===== src/rtl/uart_rx_pkg.sv =====
// ---------------------------------------------------------------------------
// uart_rx_pkg
//
// Purpose:
//   Shared constants and helpers for the UART receive FIFO slice. Holds the
//   default character width and queue depth, a constant-evaluable ceiling
//   log2, and the derivation of pointer and occupancy-counter widths. Both
//   uart_rx_fifo and uart_rx_fifo_mem import this package, so the sizing
//   math is defined in one place.
//
// Contents:
//   DEFAULT_DATA_WIDTH  default width of one received character (8)
//   DEFAULT_DEPTH       default number of FIFO entries (16)
//   clog2()             ceiling log2, usable in parameter expressions
//   ptr_width()         bits needed to address DEPTH entries (at least 1)
//   count_width()       bits needed to hold an occupancy of 0..DEPTH
// ---------------------------------------------------------------------------
package uart_rx_pkg;

  localparam int DEFAULT_DATA_WIDTH = 8;
  localparam int DEFAULT_DEPTH      = 16;

  // Ceiling log2. Written as a plain loop so it can be used as a constant
  // function while parameters are being elaborated.
  function automatic int clog2(input int value);
    int result;
    int remaining;
    result    = 0;
    remaining = value - 1;
    while (remaining > 0) begin
      result    = result + 1;
      remaining = remaining >> 1;
    end
    return result;
  endfunction

  // Pointer width. Clamped to one bit so a degenerate depth still yields a
  // legal vector; the FIFO itself requires a depth of at least 2.
  function automatic int ptr_width(input int depth);
    int width;
    width = clog2(depth);
    if (width < 1) begin
      width = 1;
    end
    return width;
  endfunction

  // The counter needs one more bit than the pointers, because it must tell
  // a full queue (DEPTH) apart from an empty one (0).
  function automatic int count_width(input int depth);
    return ptr_width(depth) + 1;
  endfunction

endpackage


===== src/rtl/uart_rx_fifo_mem.sv =====
// ---------------------------------------------------------------------------
// uart_rx_fifo_mem
//
// Purpose:
//   Storage array for the UART receive FIFO. A DEPTH x DATA_WIDTH register
//   file with one synchronous write port and one asynchronous read port.
//   The asynchronous read gives the parent FIFO its first-word fall-through
//   behaviour: the entry addressed by the read pointer is visible in the
//   same cycle the pointer moves. Contents are not reset; the parent's
//   valid flag hides stale entries from the consumer.
//
// Parameters:
//   DATA_WIDTH  width of one stored character
//   DEPTH       number of entries (power of two, at least 2)
//   ADDR_WIDTH  derived address width, not overridable
//
// Ports:
//   clk      in   system clock, write on the rising edge
//   wr_en    in   write strobe for this cycle
//   wr_addr  in   entry to write
//   wr_data  in   character to store
//   rd_addr  in   entry to read
//   rd_data  out  contents of the entry at rd_addr (combinational)
// ---------------------------------------------------------------------------
module uart_rx_fifo_mem
  import uart_rx_pkg::*;
#(
  parameter  int DATA_WIDTH = DEFAULT_DATA_WIDTH,
  parameter  int DEPTH      = DEFAULT_DEPTH,
  localparam int ADDR_WIDTH = ptr_width(DEPTH)
) (
  input  logic                  clk,
  input  logic                  wr_en,
  input  logic [ADDR_WIDTH-1:0] wr_addr,
  input  logic [DATA_WIDTH-1:0] wr_data,
  input  logic [ADDR_WIDTH-1:0] rd_addr,
  output logic [DATA_WIDTH-1:0] rd_data
);

  logic [DATA_WIDTH-1:0] mem [DEPTH];

  // Write port: storage only, no reset. A stale entry is never presented
  // as valid, so clearing the array would buy nothing.
  always_ff @(posedge clk) begin
    if (wr_en) begin
      mem[wr_addr] <= wr_data;
    end
  end

  // Read port: unregistered, so the head entry is visible as soon as the
  // read pointer addresses it.
  assign rd_data = mem[rd_addr];

endmodule


===== src/rtl/uart_rx_fifo.sv =====
// ---------------------------------------------------------------------------
// uart_rx_fifo
//
// Purpose:
//   Receive-side byte buffer placed directly after the UART receiver. Each
//   character arrives with a one-cycle strobe and is queued in a circular
//   FIFO. The consumer reads the queue through a valid/ready handshake with
//   first-word fall-through. The block reports its fill level, full and
//   empty status, and a sticky overflow flag for characters lost while the
//   queue was full. The receiver cannot be stalled, so a character that
//   arrives while the queue is full and nothing is being popped is dropped.
//
// Optional feature (macro UART_RX_FIFO_THRESH_EN):
//   When this macro is defined, the block gains an Almost_full output that
//   is registered and compares the next Count against the Thresh input.
//   Almost_full changes on the same edge as Count and resets to 0. When the
//   macro is not defined, both ports and their logic are left out.
//
// Parameters:
//   DATA_WIDTH  character width, must match the receiver output
//   DEPTH       number of entries (power of two, at least 2)
//   ADDR_WIDTH  derived pointer width, not overridable
//
// Ports:
//   Clk          in   system clock, rising edge
//   Rst          in   synchronous active-high reset, overrides all inputs
//   Rx_data      in   received character
//   Rx_valid     in   one-cycle strobe qualifying Rx_data
//   Rd_data      out  oldest stored character (head of queue)
//   Rd_valid     out  queue non-empty, Rd_data meaningful
//   Rd_ready     in   consumer accepts Rd_data this cycle
//   Full         out  Count == DEPTH
//   Empty        out  Count == 0
//   Count        out  number of stored entries
//   Overflow     out  sticky flag, a character was dropped
//   Ovf_clr      in   clears Overflow (a drop in the same cycle wins)
//   Thresh       in   almost-full threshold  (UART_RX_FIFO_THRESH_EN only)
//   Almost_full  out  next Count >= Thresh   (UART_RX_FIFO_THRESH_EN only)
// ---------------------------------------------------------------------------
module uart_rx_fifo
  import uart_rx_pkg::*;
#(
  parameter  int DATA_WIDTH = DEFAULT_DATA_WIDTH,
  parameter  int DEPTH      = DEFAULT_DEPTH,
  localparam int ADDR_WIDTH = ptr_width(DEPTH)
) (
  input  logic                  Clk,
  input  logic                  Rst,
  input  logic [DATA_WIDTH-1:0] Rx_data,
  input  logic                  Rx_valid,
  output logic [DATA_WIDTH-1:0] Rd_data,
  output logic                  Rd_valid,
  input  logic                  Rd_ready,
  output logic                  Full,
  output logic                  Empty,
  output logic [ADDR_WIDTH:0]   Count,
  output logic                  Overflow,
  input  logic                  Ovf_clr
`ifdef UART_RX_FIFO_THRESH_EN
  ,
  input  logic [ADDR_WIDTH:0]   Thresh,
  output logic                  Almost_full
`endif
);

  localparam logic [ADDR_WIDTH:0]   COUNT_FULL = (ADDR_WIDTH + 1)'(DEPTH);
  localparam logic [ADDR_WIDTH:0]   COUNT_ONE  = (ADDR_WIDTH + 1)'(1);
  localparam logic [ADDR_WIDTH-1:0] PTR_ONE    = ADDR_WIDTH'(1);

  logic [ADDR_WIDTH-1:0] wr_ptr;
  logic [ADDR_WIDTH-1:0] rd_ptr;
  logic [ADDR_WIDTH:0]   count_next;
  logic                  push;
  logic                  pop;
  logic                  drop;

  // Status flags come from the registered count only, so they carry no
  // combinational path from this cycle's inputs.
  assign Full     = (Count == COUNT_FULL);
  assign Empty    = (Count == '0);
  assign Rd_valid = !Empty;

  // A pop needs a valid head. That means a strobe arriving while the queue
  // is empty is a push only, even if Rd_ready is already high. A write to a
  // full queue is still accepted when a pop frees a slot in the same cycle,
  // because the pop's slot is freed on the same edge as the write.
  assign pop  = Rd_valid && Rd_ready;
  assign push = Rx_valid && (!Full || pop);
  assign drop = Rx_valid && Full && !pop;

  // Next occupancy. A push and a pop in the same cycle cancel out.
  always_comb begin
    count_next = Count;
    unique case ({push, pop})
      2'b10:   count_next = Count + COUNT_ONE;
      2'b01:   count_next = Count - COUNT_ONE;
      default: count_next = Count;
    endcase
  end

  // Pointers and count. The pointers are exactly ADDR_WIDTH bits wide and
  // DEPTH is a power of two, so they wrap from DEPTH-1 to 0 on their own.
  // Reset clears everything here on the same edge, even if a push or pop
  // is requested in that cycle.
  always_ff @(posedge Clk) begin
    if (Rst) begin
      wr_ptr <= '0;
      rd_ptr <= '0;
      Count  <= '0;
    end else begin
      if (push) begin
        wr_ptr <= wr_ptr + PTR_ONE;
      end
      if (pop) begin
        rd_ptr <= rd_ptr + PTR_ONE;
      end
      Count <= count_next;
    end
  end

  // Sticky overflow. If a drop and a clear request happen in the same
  // cycle, the set wins, so no lost character can go unreported.
  always_ff @(posedge Clk) begin
    if (Rst) begin
      Overflow <= 1'b0;
    end else if (drop) begin
      Overflow <= 1'b1;
    end else if (Ovf_clr) begin
      Overflow <= 1'b0;
    end
  end

`ifdef UART_RX_FIFO_THRESH_EN
  // Almost-full compares the next count, so it updates on the same edge as
  // Count. A threshold of zero makes it 1 from the first edge after reset.
  always_ff @(posedge Clk) begin
    if (Rst) begin
      Almost_full <= 1'b0;
    end else begin
      Almost_full <= (count_next >= Thresh);
    end
  end
`endif

  uart_rx_fifo_mem #(
    .DATA_WIDTH (DATA_WIDTH),
    .DEPTH      (DEPTH)
  ) u_mem (
    .clk     (Clk),
    .wr_en   (push && !Rst),
    .wr_addr (wr_ptr),
    .wr_data (Rx_data),
    .rd_addr (rd_ptr),
    .rd_data (Rd_data)
  );

endmodule

===== config.mk =====
export PLATFORM = sky130hd
export DESIGN_NAME = uart_rx_fifo
export DESIGN_NICKNAME = d
export VERILOG_FILES = /design/src/rtl/uart_rx_pkg.sv /design/src/rtl/uart_rx_fifo_mem.sv /design/src/rtl/uart_rx_fifo.sv
export SDC_FILE = /design/constraint.sdc
export NUM_CORES = 1
export LEC_CHECK = 0
export CORE_ASPECT_RATIO = 1.75
export CORE_MARGIN = 2
export CORE_UTILIZATION = 64
export CTS_CLUSTER_SIZE = 24
export DETAILED_ROUTE_END_ITERATION = 8
export HOLD_SLACK_MARGIN = 0.06
export PLACE_DENSITY_LB_ADDON = 0.05
export SKIP_CTS_REPAIR_TIMING = 1
export SYNTH_ARGS = -nofsm -noshare
export SYNTH_HDL_FRONTEND = slang
export SYNTH_SLANG_ARGS = --single-unit

===== constraint.sdc =====
create_clock -name Clk -period 5.1 [get_ports Clk]
set_input_delay 1.02 -clock Clk [delete_from_list [all_inputs] [get_ports Clk]]
set_output_delay 1.02 -clock Clk [all_outputs]
set_load 0.02 [all_outputs]

==> impl_metrics.py <==
metrics = {
    "die": {
        "ios": 30,
        "die_y_um": 131,
        "start_util_pct": 65.6,
        "core_um2": 8980,
        "die_area_um2": 10000,
        "dieWidth_um": 76.5,
        "rows": 46,
    },
    "synth": {
        "synth-seq-area-share_pct": 71.4,
        "synth_top_area_share_pct": 65.3,
        "synth_common_cells": "128 x edfxtp_1, 32 x mux4_2, 18 x dfxtp_1",
        "synth_area_leader_cell": "edfxtp_1",
        "syn_area_per_cell_um2": 18.4,
        "synth_mux_area_share_pct": 13.3,
        "ys_async_sr_fraction_pct": 0,
        "synth_top_family_by_area": "multiplexers",
        "synth_area_um2": 5890,
        "synth_flop_cell": "edfxtp_1",
        "synth_edf_count": 128,
        "ys_warn_count": 0,
        "synth-adder-area-share_pct": 2.04,
        "synth_xor_area_share_pct": 0.892,
        "postSynthNetCount": 342,
        "ys_top_cells_by_area": "edfxtp_1 65%, mux4_2 12%, dfxtp_1 6.1%",
        "yosys.cell_count.top_type": "edfxtp_1",
        "synth_cell_types": 40,
        "synth_cells": 320,
        "ys_seq_elements": 146,
        "synth_compound_area_share_pct": 4.61,
        "synth-simple-area-share_pct": 6.33,
    },
    "cts": {
        "cts_tree": "done",
        "clkSlewWorstSetupHoldPaths_ns": 0.06,
        "root_buffer": "clkbuf_16",
        "clockBufferDepth": 2,
        "h-tree-depth": 4,
        "insertion_delay_ns": 0.41,
        "numCtsBuffers": 17,
        "numClockSinks": 146,
    },
    "placement": {
        "gp_congestion": 0.754,
        "dp_hpwl_mm": 7.38,
        "port_buffers": 29,
    },
    "worst_setup_path": {
        "start_kind": "register",
        "cp.required_ns": 4.08,
        "critPathCaptureType": "output pin",
        "r2r_start": "Count[0]",
        "critical_path.max_fanout": 23,
        "worstSetupPathType": "register to output pin",
        "cp.arrival_ns": 2.98,
    },
    "grt": {
        "grt_pass1_wl_mm": 18.3,
        "grt_max_degree": 33,
        "overflow": 0,
        "grt_pass1_vias": 3115,
        "antenna_found_initial": 0,
        "track_usage_pct": 25.9,
    },
    "worst_hold_path": {
        "hold_start": "Overflow",
        "hold_class": "register to register",
    },
    "timing": {
        "fmax_mhz": 250,
        "hold-worst-slack_ns": 0.474,
        "setup_viol": 0,
        "worst_pin_slew_ns": 0.924,
        "final-max-slew-violation-count": 0,
        "fin_crit_sh_pct": 78.4,
        "period_minus_slack_ns": 4.00,
        "fin_skew_ns": 0.00854,
        "rsz0062_at_grt": "false",
        "setup_tns_ns": 0,
        "max-slew-margin-rel_pct": 38.2,
        "hold_violations": 0,
    },
    "final_layout": {
        "fin_util_pct": 77.5,
        "drive_gt1_share_pct": 19.7,
        "area_delta_synth_final_pct": 18.2,
        "num_antenna_cells": 0,
        "nets": 380,
    },
    "outcome": {
        "status": "completed",
    },
    "routing": {
        "drt-met1-wl_mm": 4.19,
        "wl_per_cell_um": 23.6,
        "remaining_drc_errors": 0,
        "ant_nets": 0,
        "top_layer_used": "met4",
        "wl_mm": 11.6,
        "firstDrtPassIters": 5,
        "drt-initial-drc-count": 277,
        "wl_met2_mm": 6.58,
        "vias": 3097,
        "route.met3.wl_um": 623,
        "viasPerCell": 6.31,
    },
    "power_and_ir_drop": {
        "vdd_drop_max_uv": 519,
        "power_leakage_nw": 2.36,
        "powerDensity_nw_per_um2": 509,
    },
    "run": {
        "max_cap_viol_count": 0,
    },
}
where the power goes:
| part | leakage [nW] | switching, mW | total [mW] | internal, mW |
|---|---|---|---|---|
| registers | 1.30 | 0.0910 | 1.43 | 1.34 |
| clock network | 0.319 | 0.469 | 1.36 | 0.887 |
| logic | 0.743 | 0.361 | 0.755 | 0.394 |
| total | 2.36 | 0.921 | 3.54 | 2.62 |
sequential cells by signal, indices dropped and copies added, names as in the netlist, named ones only:
name       cells
Count          5
Overflow       1
rd_ptr         4
u_mem.mem    128
wr_ptr         4
cell usage in the layout, fill, tap and decap left out, types with 2 or more instances in the layout:
cell	synthesis	final
nor3b_1	2	2
o21bai_1	2	2
mux4_2	32	32
bufinv_16	0	3
edfxtp_1	128	128
dfxtp_1	18	17
and3_1	15	15
xor2_1	4	4
nor2b_1	6	6
o21ai_0	4	4
a211oi_1	2	2
clkdlybuf4s50_1	0	29
clkbuf_16	0	21
and2_1	3	3
o211ai_1	2	2
mux2i_1	5	5
nand2_1	9	9
inv_1	4	4
clkinvlp_4	0	3
nor2_1	14	14
nand3b_1	2	2
nor3_1	3	3
clkinv_2	0	2
nand2b_1	7	7
a22oi_1	16	16
xnor2_1	2	2
ha_1	8	8
a21oi_1	5	5
buf_4	0	4
layout make-up:
cell class	instances	area, um2
clock buffer	22	529
tap	120	150
inverter	4	15.0
multi-input combinational	156	1600
sequential	146	4210
timing repair buffer	33	320
fill	512	2020
clock inverter	10	140
kinds of logic (layout without fill, tap and decap cells):
group | count (synthesis) | in the layout
buffers and inverters | 18 | 69
AOI/OAI and AO/OA | 37 | 37
DFF | 146 | 146
adders and majority gates | 9 | 9
muxes | 38 | 38
xor gates and xnor gates | 6 | 6
and+or+nand+nor | 66 | 66
per-layer routing:
metal  global-route usage [%]  vias to the layer above
met5                        0                        -
met4                     8.77                        0
met3                     7.07                       20
met2                     46.4                      137
met1                     30.5                     1577
li1                         -                     1363
path summary, 6_finish.rpt:
path         cells after the start    endpoint  slack (ns)
max reg2reg                      7    Count[4]        2.32
min                              2    Overflow        0.47
min reg2reg                      2    Overflow        0.47
max                              5  Rd_data[4]        1.10
through the flow:
stage	power (mW)	cells	cell area (um2)	setup slack, ns
final	3.54	491	6960	1.10
after global routing	3.68	491	6960	0.896
after CTS	3.56	491	6960	1.03
after detailed placement	2.22	459	6290	1.37
after global placement	2.21	459	6290	1.47
after floorplan	1.97	320	5890	2.29
critical path, stage by stage, from the launching register on:
cell and delay [ns]:
dfxtp_2 0.87, buf_4 0.30, mux4_2 0.52, a22oi_1 0.21
nand2_1 0.08, clkdlybuf4s50_1 0.55
Note: power is estimated with default switching activity, not from simulation.
